**src/rtl/pc_unit_pkg.sv**
```systemverilog
// Shared definitions for the program-counter stage: FSM encodings and
// next-PC constants.
package pc_unit_pkg;

    localparam int PC_W_DEF = 32;
    localparam int PC_INCR  = 4;

    typedef enum logic [1:0] {
        S_BOOT  = 2'b00,
        S_RUN   = 2'b01,
        S_STALL = 2'b10
    } pc_state_t;

endpackage

```
**src/rtl/pc_target_adder.sv**
```systemverilog
// Combinational next-PC arithmetic: sequential successor and the
// offset-relative branch/jump target, both modulo 2^PC_W.
import pc_unit_pkg::*;

module pc_target_adder #(
    parameter int PC_W = PC_W_DEF
) (
    input  logic [PC_W-1:0] pc,
    input  logic [7:0]      offset,
    output logic [PC_W-1:0] pc_plus4,
    output logic [PC_W-1:0] target
);

    logic [PC_W-1:0] offset_ext_s;

    // Word offset is relative to the following instruction, not the current one.
    always_comb begin
        offset_ext_s = {{(PC_W-8){offset[7]}}, offset};
        pc_plus4     = pc + PC_W'(PC_INCR);
        target       = pc_plus4 + (offset_ext_s << 2);
    end

endmodule

```
**src/rtl/pc_unit.sv**
```systemverilog
// Program-counter stage: holds PC, selects the next PC from control_unit
// enables, stalls on memory busywait and counts retired instructions.
import pc_unit_pkg::*;

module pc_unit #(
    parameter int              PC_W     = PC_W_DEF,
    parameter logic [PC_W-1:0] RESET_PC = '0,
    parameter int              CNT_W    = 32
) (
    input  logic              CLK,
    input  logic              RESET,
    input  logic              BEQ_ENABLE,
    input  logic              BNE_ENABLE,
    input  logic              JUMP_ENABLE,
    input  logic              ZERO,
    input  logic [7:0]        OFFSET,
    input  logic              IMEM_BUSYWAIT,
    input  logic              DMEM_BUSYWAIT,
    output logic [PC_W-1:0]   PC,
    output logic              PC_VALID,
    output logic              BRANCH_TAKEN,
    output logic [CNT_W-1:0]  RETIRED
);

    pc_state_t       state_r;
    pc_state_t       state_next_s;
    logic            stall_s;
    logic            update_s;
    logic            valid_next_s;
    logic            redirect_s;
    logic [PC_W-1:0] pc_plus4_s;
    logic [PC_W-1:0] target_s;
    logic [PC_W-1:0] pc_next_s;

    assign stall_s = IMEM_BUSYWAIT | DMEM_BUSYWAIT;

    pc_target_adder #(
        .PC_W (PC_W)
    ) u_adder (
        .pc       (PC),
        .offset   (OFFSET),
        .pc_plus4 (pc_plus4_s),
        .target   (target_s)
    );

    // FSM state register.
    always_ff @(posedge CLK) begin
        if (!RESET) begin
            state_r <= S_BOOT;
        end else begin
            state_r <= state_next_s;
        end
    end

    // FSM next-state logic; leaving S_STALL never updates PC on that edge.
    always_comb begin
        state_next_s = state_r;
        case (state_r)
            S_BOOT:  state_next_s = S_RUN;
            S_RUN:   state_next_s = stall_s ? S_STALL : S_RUN;
            S_STALL: state_next_s = stall_s ? S_STALL : S_RUN;
            default: state_next_s = S_BOOT;
        endcase
    end

    // FSM outputs: whether this edge commits an instruction, and next PC_VALID.
    always_comb begin
        update_s     = 1'b0;
        valid_next_s = (state_next_s == S_RUN);
        case (state_r)
            S_RUN:   update_s = !stall_s;
            default: update_s = 1'b0;
        endcase
    end

    // Redirect selection; jump has priority over conditional branches.
    always_comb begin
        redirect_s = 1'b0;
        if (JUMP_ENABLE) begin
            redirect_s = 1'b1;
        end else if (BEQ_ENABLE && ZERO) begin
            redirect_s = 1'b1;
        end else if (BNE_ENABLE && !ZERO) begin
            redirect_s = 1'b1;
        end else begin
            redirect_s = 1'b0;
        end
        pc_next_s = redirect_s ? target_s : pc_plus4_s;
    end

    // PC, status flags and saturating retired counter.
    always_ff @(posedge CLK) begin
        if (!RESET) begin
            PC           <= RESET_PC;
            PC_VALID     <= 1'b0;
            BRANCH_TAKEN <= 1'b0;
            RETIRED      <= '0;
        end else begin
            PC_VALID <= valid_next_s;
            if (update_s) begin
                PC           <= pc_next_s;
                BRANCH_TAKEN <= redirect_s;
                if (RETIRED != {CNT_W{1'b1}}) begin
                    RETIRED <= RETIRED + CNT_W'(1);
                end
            end
        end
    end

endmodule
```
**config.mk**
```make
export PLATFORM = sky130hd
export DESIGN_NAME = pc_unit
export DESIGN_NICKNAME = d
export VERILOG_FILES = /design/src/rtl/pc_unit_pkg.sv /design/src/rtl/pc_target_adder.sv /design/src/rtl/pc_unit.sv
export SDC_FILE = /design/constraint.sdc
export NUM_CORES = 1
export LEC_CHECK = 0
export CAP_MARGIN = 10
export CORE_MARGIN = 10
export CORE_UTILIZATION = 50
export DETAILED_ROUTE_END_ITERATION = 10
export PLACE_DENSITY_LB_ADDON = 0.15
export SLEW_MARGIN = 20
export SYNTH_ARGS = -nofsm -noshare
export SYNTH_HDL_FRONTEND = slang
export SYNTH_HIERARCHICAL = 1
export SYNTH_SLANG_ARGS = --single-unit
```
**constraint.sdc**
```tcl
create_clock -name CLK -period 3.5 [get_ports CLK]
set_clock_uncertainty 0.15 [all_clocks]
set_input_delay 0.7 -clock CLK [delete_from_list [all_inputs] [get_ports CLK]]
set_output_delay 0.7 -clock CLK [all_outputs]
set_load 0.005 [all_outputs]
```
==> results <==
- The worst setup path is captured at a register.
- The overall via count from detail_route is 6,040.
- In this run the number of H-tree levels came out at 3.
- The worst-case reg-to-reg path depth is 16.
- The total power density per cell area is 288 nW/µm².
- The initial cell density of the core is 51.3%.
- In this run the worst path has a maximum fanout of 5.
- Leaving out fill and tap cells, the most frequent cells in the layout are buf_4 (118), clkdlybuf4s50_1 (81), nor2_1 (74).
- The half-perimeter wire length after placement is 13,300 µm.
- The slew of the pin with the lowest slew margin is 0.711 ns.
- In the routed design, unresolved DRC markers number 0.
- Timing would allow up to 286 MHz.
- The number of storage elements in the synthesis netlist is 68.
- The global routing usage summed across all routing layers is 20.6%.
- Together, buffers and inverters on the worst path number 2.
- The synthesis-to-finish area growth is 46.5%.
- The startpoint identified for the worst register-to-register timing path is PC[8]$_SDFFE_PN0P_.
- After detailed routing, the total wire length is 18,400 µm.
- The overall overflow remaining after global route is 0.
- Counting flops with an async set or reset pin after synthesis yields a share of 0%.
- The share of the core filled with cells is 75.1%.
- The total count of hold-check failures in the final report came to 0.
- The final worst slack is 0.00458 ns.
- The total number of yosys warnings is 6.
- Entering global routing, the biggest net connects 67 pins.
- The worst setup path startpoint is PC[8]$_SDFFE_PN0P_.
- In this run the vertical extent of the chip is 125 µm.
- After synthesis, the largest area contributor takes up 24.5% of total cell area.
- In this run the critical register-to-register path is captured at PC[31]$_SDFFE_PN0P_.
- The number of nets in the synthesized netlist is 740.
- The number of violations of the max-capacitance limit is 0.
- Counting the fill cells in the layout gives 801.
- In this run the number of cells on the critical path is 16.
- The smallest hold slack is 0.352 ns.
- After floorplanning, the core was divided into 38 placement rows.
- The number of standard cells after synthesis is 686.
- The number of sinks handled by clock tree synthesis is 68.
- The slowest stage cell on the critical path is dfxtp_2.
- The worst voltage drop across the vdd grid is 0.000237 V.
- The gate family responsible for the most delay along the worst path is simple AND/OR/NAND/NOR gates.
- The congestion estimate from routability-driven global placement came to 0.950.
- The die is 125 µm wide.
- Of the synthesized area, sequential elements account for 24.5%.
- The min-delay analysis places its worst path in the category reg2reg.
- Leaving out fill and tap cells, the most frequent cell in the layout is buf_4.
- The signal on the critical path passes through and4_4, and4_4, and3_4, nand4_1, xnor2_2, ha_4, buf_6, and4_4, nor2b_4, a22oi_2, a32oi_1, o21ai_2, buf_4, xnor2_2, mux2i_1, a211oi_1.
- The final count of pins violating max slew was 0.
- The maximum root-to-sink buffer count is 2.
- The number of nets in the finished design is 928.
- Following the worst setup path forward leads to its endpoint at PC[31]$_SDFFE_PN0P_.
- The total area inside the core boundary comes to 10,800 µm².
- The library cell with the largest summed area after synthesis is dfxtp_1.
- The worst setup path is launched from a register.
- The later pin in the worst-skew pair is clocked with a latency of 0.36 ns.
- The total power after layout is 2350 µW.
- In the final layout, the share of cells above drive strength 1 is 30.3%.
- The cell sitting at the root of the clock tree is a clkbuf_8.
- In the post-synthesis netlist, the biggest area contributors are dfxtp_1 (24%), ha_1 (8.3%), xnor2_1 (6.6%).
- By startpoint and endpoint, the worst setup path is classified as reg2reg.
- The number of synthesized flops with an enable pin is 0.
- The number of global-route vias before repair is 5,681.
- Setup repair after global routing could not meet its margin everywhere.
- The reg-to-reg setup timing slack is 0.005 ns.
- The first detailed-routing pass took 5 iterations.
- The setup TNS is 0 ns.
- STA puts the critical path data arrival time at 3.57 ns.
- TritonCTS built the clock tree.
- 82 I/O pins were placed.
- For the finished layout, the period the worst path requires is 3.50 ns.
- For this run, the slowest stage of the critical path takes 0.33 ns.
- Synthesis instantiated 67 different standard cells from the library.
- The global-route wire length before repair is 27,800 µm.
- After detailed routing, the average wire length per cell comes to 18.0 µm.
- Buffers placed on the I/O ports in this run total 81.
- In the synthesized netlist the dominant register cell turns out to be dfxtp_1.
- Dividing the synthesized area by the synthesized cell count gives 8.10 µm².
- The dominant cell type by count on the critical path is and4_4.
- In this run the static leakage power is 0.00317 µW.
- In this run, post-CTS hold repair placed 0 buffers.
- Of the available clock period, the critical path in the final layout requires 99.9%.
- Counting the buffers created by CTS gives 9.
- Setup violations remaining at the end of the flow were counted as 0.
- Clock-pin slew was measured on the worst setup and hold paths at 0.08 ns.
- Once detail routing completed, the nets flagged for antenna violations numbered 0.
- The number of antenna violations at the first check in global routing is 0.
- The normalized max-slew margin is 52.6%.
- The die covers 15,700 µm².
- The required time reported for the critical path endpoint is 3.58 ns.
- The mapped netlist covers 5560 µm².
- The run finished with clean final reports.
- In the routed layout, each cell is associated on average with a via count of 5.93.
- The detailed router finished its first iteration with 432 violations.
- The antenna diode instance count is 0.
- The pre-CTS worst setup slack is -0.267 ns.
[Yosys cell counts (all sizes together), types with 2 or more instances]
cell and instances:
dfxtp 68, o21bai 8, nor3b 3, and3 9
or4 9, nor4 3, o2111ai 2, nor3 9
mux2i 35, nand2 51, nor2b 3, clkbuf 15
inv 16, a211oi 39, xnor2 42, or3 13
nand4 26, o31ai 9, a21oi 52, a2111oi 3
buf 16, xor2 24, nand2b 3, o21a 2
nor4b 2, ha 37, o21ai 33, and4 11
o211ai 9, nor2 79, nand3 33, a21o 6
and2 4
[cell families after synthesis]
logic type | after synthesis | synth area share [%]
fa+ha+maj | 38 | 8.69
mux | 36 | 6.51
buf+inv | 47 | 3.92
xor+xnor | 66 | 10.4
compound gates | 170 | 21.1
simple gates | 261 | 24.9
flops | 68 | 24.5
[state kept, by name (all words and copies together) (netlist names)]
register and flops:
BRANCH_TAKEN 1, PC 32, PC_VALID 1, RETIRED 32, state_r 2
[area by class of cell]
cell class	count	area, µm²	area share, %
flip-flops and latches	68	1370	16.8
clock inverters	6	38.8	0.476
clock buffers	10	138	1.69
multi-input cells	571	4550	55.9
repair buffers	208	1810	22.2
inverters	16	60.1	0.738
well taps	140	175	2.15
[timing repair]
action	CTS	global route
resized for setup	31	95
setup buffers	2	14
pin swaps	14	58
setup endpoints to repair	13	14
endpoints found under the hold margin	0	0
[power breakdown]
| group | internal [µW] | switching [µW] | leakage (µW) |
|---|---|---|---|
| Combinational | 446 | 455 | 0.00253 |
| Sequential | 809 | 29.0 | 0.000554 |
| Clock | 275 | 333 | 0.0000885 |
| Total | 1530 | 817 | 0.00317 |
[worst reg2reg max path, delay by kind of cell, from the launching register on]
family                   cells  cell delay, ns
AND/OR/NAND/NOR              6            1.25
AO/OA/AOI/OAI                4            0.52
flip-flops                   1            0.33
XOR/XNOR                     2            0.33
adder cells (fa/ha/maj)      1            0.32
buffers and inverters        2            0.27
multiplexers                 1            0.19
[worst min-delay path by stage]
| stage | start | to | cells after the start |
|---|---|---|---|
| finish | RETIRED[10]$_SDFFE_PN0P_ | RETIRED[10]$_SDFFE_PN0P_ | 2 |
| global placement | RETIRED[10]$_SDFFE_PN0P_ | RETIRED[10]$_SDFFE_PN0P_ | 2 |
| global route | RETIRED[10]$_SDFFE_PN0P_ | RETIRED[10]$_SDFFE_PN0P_ | 2 |
| CTS | RETIRED[10]$_SDFFE_PN0P_ | RETIRED[10]$_SDFFE_PN0P_ | 2 |
| detailed placement | RETIRED[10]$_SDFFE_PN0P_ | RETIRED[10]$_SDFFE_PN0P_ | 2 |
| floorplan | RETIRED[10]$_SDFFE_PN0P_ | RETIRED[10]$_SDFFE_PN0P_ | 2 |
[per-stage QoR]
stage | area, µm² | instances
2_1_floorplan | 5560 | 686
3_3_place_gp | 7250 | 987
3_5_place_dp | 7250 | 987
4_1_cts | 7560 | 1005
5_1_grt | 8140 | 1019
6_report | 8140 | 1019
[per-layer routing]
metal | wire length, µm | vias up | track usage [%]
met5 | 0 | - | 0
met4 | 600 | 0 | 9.76
met3 | 1000 | 47 | 4.14
met2 | 9070 | 194 | 34.6
met1 | 7700 | 2893 | 24.7
li1 | - | 2906 | -
Power figures use the tool's default switching activity.
